===== src/rtl/reg_scoreboard.sv =====
// Register/condition-code scoreboard: counts in-flight writes per register and to the CCs,
// and derives the decode dependency stall from that counter state.
module reg_scoreboard #(
   parameter int NUM_REGS  = 8,
   parameter int ID_W      = 3,
   parameter int CNT_W     = 2,
   parameter int WB_BYPASS = 1,
   parameter int PERF_W    = 16
) (
   input  logic              clk,
   input  logic              rst_n,
   input  logic              de_v,
   input  logic [ID_W-1:0]   de_sr1,
   input  logic [ID_W-1:0]   de_sr2,
   input  logic              de_sr1_needed,
   input  logic              de_sr2_needed,
   input  logic [ID_W-1:0]   de_dr,
   input  logic              de_ld_reg,
   input  logic              de_ld_cc,
   input  logic              de_br_op,
   input  logic              ld_agex,
   input  logic              sr_v,
   input  logic              sr_ld_reg,
   input  logic              sr_ld_cc,
   input  logic [ID_W-1:0]   sr_drid,
   output logic              dep_stall,
   output logic              agex_v,
   output logic              issue,
   output logic              full_stall,
   output logic              sb_busy,
   output logic              sb_err,
   output logic [PERF_W-1:0] stall_cnt
);

   localparam logic [CNT_W-1:0] CNT_MAX = '1;
   localparam logic [CNT_W-1:0] CNT_ONE = CNT_W'(1);
   localparam logic [ID_W:0]    NREG    = (ID_W+1)'(NUM_REGS);
   localparam logic             BYP     = (WB_BYPASS != 0);

   logic [CNT_W-1:0]    reg_cnt [NUM_REGS];
   logic [CNT_W-1:0]    cc_cnt;
   logic [CNT_W-1:0]    sr1_cnt, sr2_cnt, dr_cnt;
   logic [NUM_REGS-1:0] reg_inc, reg_dec, reg_uflow;
   logic                ret_r, ret_cc;
   logic                sr1_pend, sr2_pend, cc_pend;
   logic                data_stall, sat_stall;
   logic                ret_oor, uflow;

   assign ret_r  = sr_v & sr_ld_reg;
   assign ret_cc = sr_v & sr_ld_cc;

   // Out-of-range ids never match a counter, so they read as zero (never pending, never saturated).
   always_comb begin
      sr1_cnt = '0;
      sr2_cnt = '0;
      dr_cnt  = '0;
      sb_busy = (cc_cnt != '0);
      for (int i = 0; i < NUM_REGS; i++) begin
         if (de_sr1 == ID_W'(i)) sr1_cnt = reg_cnt[i];
         if (de_sr2 == ID_W'(i)) sr2_cnt = reg_cnt[i];
         if (de_dr  == ID_W'(i)) dr_cnt  = reg_cnt[i];
         if (reg_cnt[i] != '0)   sb_busy = 1'b1;
      end
   end

   assign sr1_pend = (sr1_cnt != '0) &
                     ~(BYP & (sr1_cnt == CNT_ONE) & ret_r & (sr_drid == de_sr1));
   assign sr2_pend = (sr2_cnt != '0) &
                     ~(BYP & (sr2_cnt == CNT_ONE) & ret_r & (sr_drid == de_sr2));
   assign cc_pend  = (cc_cnt != '0) & ~(BYP & (cc_cnt == CNT_ONE) & ret_cc);

   assign data_stall = (de_sr1_needed & sr1_pend) | (de_sr2_needed & sr2_pend) |
                       (de_br_op & cc_pend);
   assign sat_stall  = (de_ld_reg & (dr_cnt == CNT_MAX) & ~(ret_r & (sr_drid == de_dr))) |
                       (de_ld_cc & (cc_cnt == CNT_MAX) & ~ret_cc);

   assign dep_stall  = de_v & (data_stall | sat_stall);
   assign full_stall = de_v & sat_stall & ~data_stall;
   assign agex_v     = de_v & ~dep_stall;
   assign issue      = agex_v & ld_agex;

   always_comb begin
      for (int i = 0; i < NUM_REGS; i++) begin
         reg_inc[i]   = issue & de_ld_reg & (de_dr == ID_W'(i));
         reg_dec[i]   = ret_r & (sr_drid == ID_W'(i));
         reg_uflow[i] = reg_dec[i] & (reg_cnt[i] == '0);
      end
   end

   assign ret_oor = ret_r & ({1'b0, sr_drid} >= NREG);
   assign uflow   = (|reg_uflow) | ret_oor | (ret_cc & (cc_cnt == '0));

   always_ff @(posedge clk or negedge rst_n) begin
      if (!rst_n) begin
         for (int i = 0; i < NUM_REGS; i++) reg_cnt[i] <= '0;
         cc_cnt    <= '0;
         sb_err    <= 1'b0;
         stall_cnt <= '0;
      end else begin
         for (int i = 0; i < NUM_REGS; i++) begin
            if (reg_inc[i] & ~reg_dec[i])
               reg_cnt[i] <= reg_cnt[i] + CNT_ONE;
            else if (reg_dec[i] & ~reg_inc[i] & (reg_cnt[i] != '0))
               reg_cnt[i] <= reg_cnt[i] - CNT_ONE;
         end
         if ((issue & de_ld_cc) & ~ret_cc)
            cc_cnt <= cc_cnt + CNT_ONE;
         else if (ret_cc & ~(issue & de_ld_cc) & (cc_cnt != '0))
            cc_cnt <= cc_cnt - CNT_ONE;
         if (uflow) sb_err <= 1'b1;
         if (dep_stall && (stall_cnt != '1)) stall_cnt <= stall_cnt + PERF_W'(1);
      end
   end

endmodule


===== config.mk =====
export PLATFORM = sky130hd
export DESIGN_NAME = reg_scoreboard
export DESIGN_NICKNAME = d
export VERILOG_FILES = /design/src/rtl/reg_scoreboard.sv
export SDC_FILE = /design/constraint.sdc
export NUM_CORES = 1
export LEC_CHECK = 0
export CAP_MARGIN = 10
export CORE_MARGIN = 5
export CORE_UTILIZATION = 60
export CTS_CLUSTER_SIZE = 8
export DETAILED_ROUTE_END_ITERATION = 8
export DONT_BUFFER_PORTS = 1
export PLACE_DENSITY = 0.76
export SYNTH_ARGS = -nofsm -noshare
export SYNTH_HDL_FRONTEND = slang
export SYNTH_SLANG_ARGS = --single-unit

===== constraint.sdc =====
create_clock -name clk -period 3.1 [get_ports clk]
set_clock_uncertainty 0.05 [all_clocks]
set_input_delay 0.31 -clock clk [delete_from_list [all_inputs] [get_ports clk]]
set_output_delay 0.31 -clock clk [all_outputs]
set_load 0.01 [all_outputs]

# Word level (Yosys, flattened, before mapping)
# Cells that the tools add are included.
[totals]
output_inout_bits = 22
input_bits = 24
elab_cells = 258
regBits = 35
[classes]
n_reduce_logical = 35
n_eq_ne = 37
add_sub_neg = 19
bitwise = 106
muxes = 50
[ops]
columns = ["op", "n"]
rows = [
  ["$mux W2", 42],
  ["$and A1 B1 Y1", 77],
  ["$eq A3 B3 Y1 const B", 16],
  ["$reduce_bool A2 Y1", 20],
  ["$eq A3 B2 Y1 const B", 8],
  ["$not A1 Y1", 24],
  ["$add A2 B1 Y2 const B", 9],
  ["$logic_not A2 Y1", 9],
  ["$sub A2 B1 Y2 const B", 9],
  ["$add A16 B1 Y16 const B", 1],
  ["$ne A16 B16 Y1 const B", 1],
  ["$eq A3 B1 Y1 const B", 4],
  ["$logic_not A3 Y1", 4],
  ["$eq A3 B3 Y1", 3],
  ["$mux W1", 8],
  ["$reduce_or A8 Y1", 1],
  ["$eq A2 B1 Y1 const B", 3],
  ["$or A1 B1 Y1", 5],
  ["$eq A2 B2 Y1 const B", 2],
  ["$logic_and A1 B1 Y1", 1],
]

# Longest topological paths before layout
# Gate-level depths: netlist (run 1).
[logic_depth]
word_depth = 29
depth_mapped = 10
ltp_nobuf = 9

# Worst setup path after synthesis (run 1)
# Ideal clock, no wire load.
[synth_timing]
kind = "input-to-output"
startpoint = "in sr_drid[2]"
endpoint = "out issue"
arrival_time_ns = 2.491
path_stages = 8
t_required_ns = 2.740
path_buffers = 2
path_slack_ns = 0.249
cell_sequence = "buf_4 > xor2_1 > or4_1 > a2111o_1 > o311a_1 > a211oi_4 > buf_2 > and3_1"
[synth_between]
elab_chain_cells = 12
elab_cells_between_ends = 22
cone_classes = "eq/ne: 3; bitwise: 19"
[synth_lines]
columns = ["item", "line_no", "rtl"]
rows = [
  ["start, declared", "25", "input logic [ID_W-1:0] sr_drid,"],
  ["$eq A3 B3 Y1 (on tied branches)", "67, 69", ""],
  ["$and A1 B1 Y1 (on tied branches)", "67, 69", ""],
  ["$not A1 Y1 (on tied branches)", "67, 69", ""],
  ["$and A1 B1 Y1 (on tied branches)", "66, 68", ""],
  ["$and A1 B1 Y1", "72", "assign data_stall = (de_sr1_needed & sr1_pend) | (de_sr2_needed & sr2_pend) |"],
  ["$or A1 B1 Y1 (2 in series)", "72", ""],
  ["$or A1 B1 Y1 *", "77", "assign dep_stall = de_v & (data_stall | sat_stall);"],
  ["$and A1 B1 Y1 *", "77", ""],
  ["$not A1 Y1 *", "79", "assign agex_v = de_v & ~dep_stall;"],
  ["$and A1 B1 Y1 *", "79", ""],
  ["$and A1 B1 Y1 *", "80", "assign issue = agex_v & ld_agex;"],
  ["end, declared", "28", "output logic issue,"],
]
# Every way passes the cells marked *; elsewhere a longest branch is shown, timed or not.

# Final worst setup path (run 1)
[layout_timing]
startpoint = "reg reg_cnt[10] in the netlist's numbering"
endpoint = "out issue"
[layout_between]
elab_chain_cells = 19
elab_cells_between_ends = 43
cone_classes = "eq/ne: 3; mux: 18; bitwise: 20; reduce/logical: 2"
[layout_lines]
columns = ["item", "line_no", "rtl"]
rows = [
  ["start, declared", "40", "logic [CNT_W-1:0] reg_cnt [NUM_REGS];"],
  ["start signal, assigned by index", "102", "reg_cnt[i] <= reg_cnt[i] + CNT_ONE;"],
  ["start signal, assigned by index", "104", "reg_cnt[i] <= reg_cnt[i] - CNT_ONE;"],
  ["$mux W2 (on tied branches) (6 in series)", "59, 60", ""],
  ["$eq A2 B1 Y1 (on tied branches)", "67, 69", ""],
  ["$and A1 B1 Y1 (on tied branches) (2 in series)", "67, 69", ""],
  ["$not A1 Y1 (on tied branches)", "67, 69", ""],
  ["$and A1 B1 Y1 (on tied branches)", "66, 68", ""],
  ["$and A1 B1 Y1", "72", ""],
  ["$or A1 B1 Y1 (2 in series)", "72", ""],
  ["$or A1 B1 Y1 *", "77", ""],
  ["$and A1 B1 Y1 *", "77", ""],
  ["$not A1 Y1 *", "79", ""],
  ["$and A1 B1 Y1 *", "79", ""],
  ["$and A1 B1 Y1 *", "80", ""],
]
# Marked as above.

==> results of run 1 <==
==> state kept, by name, summed over array words and instances (netlist names) <==
signal	count
cc_cnt	2
reg_cnt	16
sb_err	1
stall_cnt	16
==> cells in the final DEF (no fill, tap or decap), drive strengths merged, types with 5 or more instances in the layout <==
master   count
clkbuf       5
a32o         5
nor3        19
and3         8
nor3b        6
nand2       37
inv          9
o21ai       15
nor4         6
xor2        13
nand4b       7
a21oi        9
nand3       23
nand3b       8
nor2        25
nor2b        9
o2111ai      8
xnor2       11
dfrtp       35
nand4       14
and2        14
==> power by group <==
| group | internal (uW) | total [uW] | leakage, uW | switching, uW |
|---|---|---|---|---|
| Clock | 244 | 424 | 0.0000587 | 180 |
| Combinational | 286 | 609 | 0.000753 | 323 |
| Sequential | 550 | 746 | 0.000457 | 197 |
| Total | 1080 | 1780 | 0.00127 | 699 |
==> critical path, delay by kind of cell (launching register included) <==
kind | cells | cell delay [ns]
buffers and inverters | 1 | 0.24
AO/OA/AOI/OAI | 3 | 0.61
multiplexers | 1 | 0.51
flip-flops | 1 | 0.51
AND/OR/NAND/NOR | 2 | 0.38
==> cells by family after synthesis <==
kind of cell,after synthesis
AO/OA/AOI/OAI,61
XOR/XNOR,24
adder cells (fa/ha/maj),4
AND/OR/NAND/NOR,188
buffers and inverters,36
flip-flops,35
multiplexers,10
==> cell type report <==
cell class / instances / area, sq um
Clock buffer: 5 / 68.8
Clock inverter: 3 / 47.5
Fill cell: 405 / 1680
Inverter: 8 / 30.0
Multi-Input combinational cell: 287 / 1870
Sequential cell: 35 / 876
Tap cell: 67 / 83.8
Timing Repair Buffer: 5 / 65.1
==> layer usage <==
metal | global-route usage [%] | wire, um | vias up
met1 | 31.0 | 3220 | 1267
met2 | 39.6 | 3490 | 119
met3 | 6.32 | 597 | 20
met4 | 9.97 | 204 | 0
li1 | - | - | 1287
met5 | 0 | 0 | -
==> cells in the mapped netlist, drive strengths merged (2+ instances only) <==
library cell,instances
nand2b,3
nand4b,7
xnor2,11
dfrtp,35
buf,8
xor2,13
mux4,2
a32o,5
nor4b,3
and2,14
nor2,25
nor2b,9
and3,8
ha,4
o21ai,15
clkbuf,20
mux2i,4
and4,2
mux2,4
a211oi,3
nand4,14
a2bb2oi,3
nor3b,6
or4,2
nand2,37
o211ai,3
nor3,19
nand3b,8
inv,8
a21oi,9
nor4,6
o2111ai,8
nand3,23
==> worst min path at each step <==
stage                        start            to  slack, ns  cells after the start
after floorplan              rst_n     cc_cnt[0]      -0.04                      0
after global placement       rst_n    reg_cnt[6]      -0.03                      0
after detailed placement     rst_n    reg_cnt[7]      -0.03                      0
after CTS                 de_dr[1]    reg_cnt[3]       0.14                      2
after global routing          de_v  stall_cnt[3]       0.14                      2
final                         de_v  stall_cnt[3]       0.15                      2
==> per-stage QoR <==
step	util, %	hold slack, ns	setup WS, ns	instance area [sq um]	instances
floorplan	-	-0.0356	0.249	2910	358
global placement	61.4	-0.0342	0.307	2900	400
detailed placement	61.4	-0.0342	0.261	2900	400
CTS	64.5	0.143	0.203	3050	410
global route	64.5	0.140	0.0563	3050	410
finish	64.5	0.147	0.175	3050	410
==> what timing repair did <==
action,CTS,global route
hold buffers,2,0
endpoints found under the hold margin,35,0
gates resized for setup,0,0
==> flow_summary.yaml, run 1 <==
synth:
  synth_adder_area_share_pct: 1.72
  synth_top_family_by_area: "simple AND/OR/NAND/NOR gates"
  synthXorXnorAreaFrac_pct: 7.23
  synthArstFlopShare_pct: 100
  synth.yosys.seq_area_share_pct: 30.1
  synth_simple_gate_area_share_pct: 35.4
  synth_seq_cells: 35
  synthCells: 358
  synth-warning-count: 0
  synth_top_cell_by_area: "dfrtp_1"
  synthDistinctLibCells: 55
  synth_nets: 386
  synth_edf_count: 0
  syn_area_sq_mm: 0.00291
  muxShareOfSynthArea_pct: 4.47
  synth_compound_area_share_pct: 15.6
  synth-main-ff-cell: "dfrtp_1"
  avgSynthCellArea_sq_um: 8.13
  yosys.area.top_type_share_pct: 30.1
  yosys-top-cells-area: "dfrtp_1 30%, nand2_1 4.8%, nand3_1 4.0%"
timing:
  fmax_mhz: 342
  fin_crit_sh_pct: 94.4
  finalHoldViolations: 0
  worstMarginPinSlew_ns: 0.687
  fin_crit_ns: 2.93
  slew_headroom_pct: 54.0
  tns_ns: 0
  maxSlewViolCount: 0
  rsz0062_at_grt: "no"
  setup_viol: 0
die:
  initial_core_util_pct: 61.6
  die_h_um: 79.6
  die-area_sq_mm: 0.00634
  core_area_sq_mm: 0.00472
  num_io_pins: 46
  rows: 25
  die_w_um: 79.6
power:
  p_total_uw: 1780
  vdd_drop_max_mv: 0.456
  p_per_area_mw_per_mm2: 584
  leakagePower_uw: 0.00127
route:
  vias_per_cell: 6.57
  drt_pass1_iterations: 4
  ant_nets: 0
  drtIter0Drc: 286
  vias: 2693
  drc: 0
  totalWireLength_mm: 7.51
  wl_per_cell_um: 18.3
critical_path:
  rr_worst_depth: 8
  required_ns: 2.74
  critPathMaxStageDelay_ns: 0.51
  critical_path.most_common_cell: "a2bb2oi_1"
  path_class: "flop to output port"
  crit_fanout: 45
  end_kind: "output port"
  rrSetupSlack_ns: 0.36
  timing.rr.start: "reg_cnt[10]"
  worstPathCellList: "mux4_2, nor2b_1, a2bb2oi_1, a2bb2oi_1, a211oi_4, buf_12, and3_1"
  arrival_ns: 2.57
  crit_path_top_delay_cell: "dfrtp_1"
  crit_path_end: "issue"
  r2r-end: "stall_cnt[12]"
  cp-start-kind: "flop"
  critical_path.startpoint: "reg_cnt[10]"
cts:
  clk_transition_reported_paths_ns: 0.08
  clock_sinks: 35
  cts_setup_buffers: 0
  cts_buffers: 5
  clockBufferDepth: 2
  htreeDepth: 2
  clk_latency_ns: 0.29
  tritoncts: "done"
  cts-root-buf: "clkbuf_8"
cells_and_area:
  final_nets: 370
  antenna_cells_inserted: 0
  areaGrowthSynthToFinish_pct: 4.69
  drive_gt1_share_pct: 6.12
flow_run:
  drv_cap: 0
global_route:
  grt_antenna_before_repair: 0
  grt-ovfl-total: 0
  grt_max_degree: 46
  grt_pass1_vias: 2569
  grt_use_total_pct: 24.5
  grt_pass1_wl_mm: 12.4
status:
  status: "finished clean"
place:
  dpl.hpwl_mm: 5.44
  place.gp.congestion: 0.990
  io_buffers: 0
worst_hold_path:
  hold_class: "primary input to flop"
Power figures use the tool's default switching activity.
==> inputs of run 2 (changes only) <==
--- a/config.mk
+++ b/config.mk
@@ -7,11 +7,13 @@
 export LEC_CHECK = 0
 export CAP_MARGIN = 10
 export CORE_MARGIN = 5
-export CORE_UTILIZATION = 60
+export CORE_UTILIZATION = 35
 export CTS_CLUSTER_SIZE = 8
 export DETAILED_ROUTE_END_ITERATION = 8
 export DONT_BUFFER_PORTS = 1
-export PLACE_DENSITY = 0.76
+export GPL_ROUTABILITY_DRIVEN = 0
+export PLACE_DENSITY = 0.49
+export SLEW_MARGIN = 20
 export SYNTH_ARGS = -nofsm -noshare
 export SYNTH_HDL_FRONTEND = slang
 export SYNTH_SLANG_ARGS = --single-unit
==> run 2 against run 1 <==
  * Power shrank 0.57%
  * Cell count grew 9.5%
  * Combinational power grew 6.2%
  * Critical path type unchanged
==> flow_summary.yaml, run 2 (synthesis results as in run 1) <==
status:
  status: "finished clean"
die:
  die-area_sq_mm: 0.0102
  rows: 33
  initial_core_util_pct: 35.6
  num_io_pins: 46
  core_area_sq_mm: 0.00818
  die_h_um: 101
  die_w_um: 101
cts:
  cts_setup_buffers: 0
  clock_sinks: 35
  cts_buffers: 5
  tritoncts: "done"
  clockBufferDepth: 2
  htreeDepth: 2
  clk_transition_reported_paths_ns: 0.08
  clk_latency_ns: 0.29
  cts-root-buf: "clkbuf_8"
cells_and_area:
  final_nets: 372
  layout_commonest_cell: "nand2_1"
  areaGrowthSynthToFinish_pct: 6.49
  multi_input_area_sq_mm: 0.00187
  regArea_sq_um: 876
  fillCellCount: 847
  fin_area_sq_mm: 0.00310
  drive_gt1_share_pct: 6.40
  antenna_cells_inserted: 0
  final_cell_mix: "37 x nand2_1, 35 x dfrtp_1, 25 x nor2_1, 23 x nand3_1, 19 x nor3_1"
  top_regs: "reg_cnt: 16 flops, stall_cnt: 16 flops, cc_cnt: 2 flops"
timing:
  fin_crit_sh_pct: 95.5
  slew_headroom_pct: 51.4
  maxSlewViolCount: 0
  setup_viol: 0
  fmax_mhz: 338
  worstMarginPinSlew_ns: 0.726
  layout_setup_ws_ns: 0.140
  finalHoldViolations: 0
  tns_ns: 0
  fin_crit_ns: 2.96
  rsz0062_at_grt: "no"
route:
  vias_per_cell: 5.89
  vias: 2646
  totalWireLength_mm: 8.22
  ant_nets: 0
  drt_pass1_iterations: 4
  drc: 0
  drtIter0Drc: 130
  wl_per_cell_um: 18.3
power:
  p_per_area_mw_per_mm2: 571
  switching_share_pct: 38.8
  leakagePower_uw: 0.00127
  power.internal_uw: 1080
  power.share.sequential_pct: 40.9
  pwr-share-clk_pct: 22.5
  p_sw_uw: 687
  vdd_drop_max_mv: 0.214
  pwr-share-comb_pct: 36.6
place:
  placed_area_sq_mm: 0.00296
  io_buffers: 0
  dpl.hpwl_mm: 6.12
  dp_slack_ns: 0.230
global_route:
  grt_max_degree: 46
  grt_pass1_vias: 2615
  grt_antenna_before_repair: 0
  grt-ovfl-total: 0
  grt_use_total_pct: 16.7
  grt_pass1_wl_mm: 13.7
flow_run:
  drv_cap: 0
critical_path:
  path_class: "flop to output port"
  cp-start-kind: "flop"
  end_kind: "output port"
  crit_fanout: 45
  arrival_ns: 2.60
  required_ns: 2.74
worst_hold_path:
  hold_class: "primary input to flop"
==> run 2: changes by cell type in the layout (fill, tap and decap cells not counted), sizes merged <==
cell / change
buf: +2
clkinv: -1
clkinvlp: +1
inv: -1
==> run 2: final timing paths <==
check,start,end,slack (ns),depth (start not counted)
setup / recovery,reg_cnt[11],issue,0.14,7
hold / removal,de_v,stall_cnt[2],0.16,2
setup reg to reg,reg_cnt[11],stall_cnt[1],0.33,8
hold reg to reg,cc_cnt[0],cc_cnt[0],0.50,1
max in group asynchronous,rst_n,reg_cnt[2],2.37,2
min in group asynchronous,rst_n,stall_cnt[7],0.42,2
==> run 2: power by group through the flow <==
stage	clock, uW	sequential (uW)	combinational (uW)
global placement	0	731	630
global route	437	742	728
detailed placement	0	733	631
floorplan	0	650	561
CTS	420	724	647
finish	399	723	647
==> run 2: per-stage QoR <==
stage | power (uW) | hold WS (ns) | cells | utilization (%)
2_1_floorplan | 1210 | -0.0356 | 358 | -
3_3_place_gp | 1360 | -0.0347 | 440 | 36.2
3_5_place_dp | 1360 | -0.0346 | 440 | 36.2
4_1_cts | 1790 | 0.145 | 449 | 37.9
5_1_grt | 1910 | 0.146 | 449 | 37.9
6_report | 1770 | 0.161 | 449 | 37.9
==> run 2: worst max-delay path: stages, from the launching register on <==
cell	delay, ns
dfrtp_1	0.48
and2_1	0.21
a32o_1	0.22
a221oi_1	0.41
o21ai_0	0.25
a211oi_4	0.26
buf_12	0.25
and3_1	0.24
==> run 2: area by class of cell <==
| type | instances | area share [%] |
|---|---|---|
| clock buffers | 5 | 2.22 |
| clock inverters | 2 | 1.21 |
| inverters | 8 | 0.969 |
| multi-input cells | 287 | 60.5 |
| flip-flops and latches | 35 | 28.3 |
| well taps | 105 | 4.24 |
| repair buffers | 7 | 2.58 |
==> run 2: what timing repair did <==
| item | 4_1_cts | 5_1_grt |
|---|---|---|
| hold endpoints to repair | 35 | 0 |
| gates resized for setup | 0 | 0 |
| hold buffers | 2 | 0 |
| endpoints found under the setup margin | 0 | 0 |
==> run 2: routing by layer <==
layer	routed length (um)	GRT usage [%]
met1	3780	22.3
met2	3680	26.3
met3	602	4.06
met4	161	5.93
met5	0	0
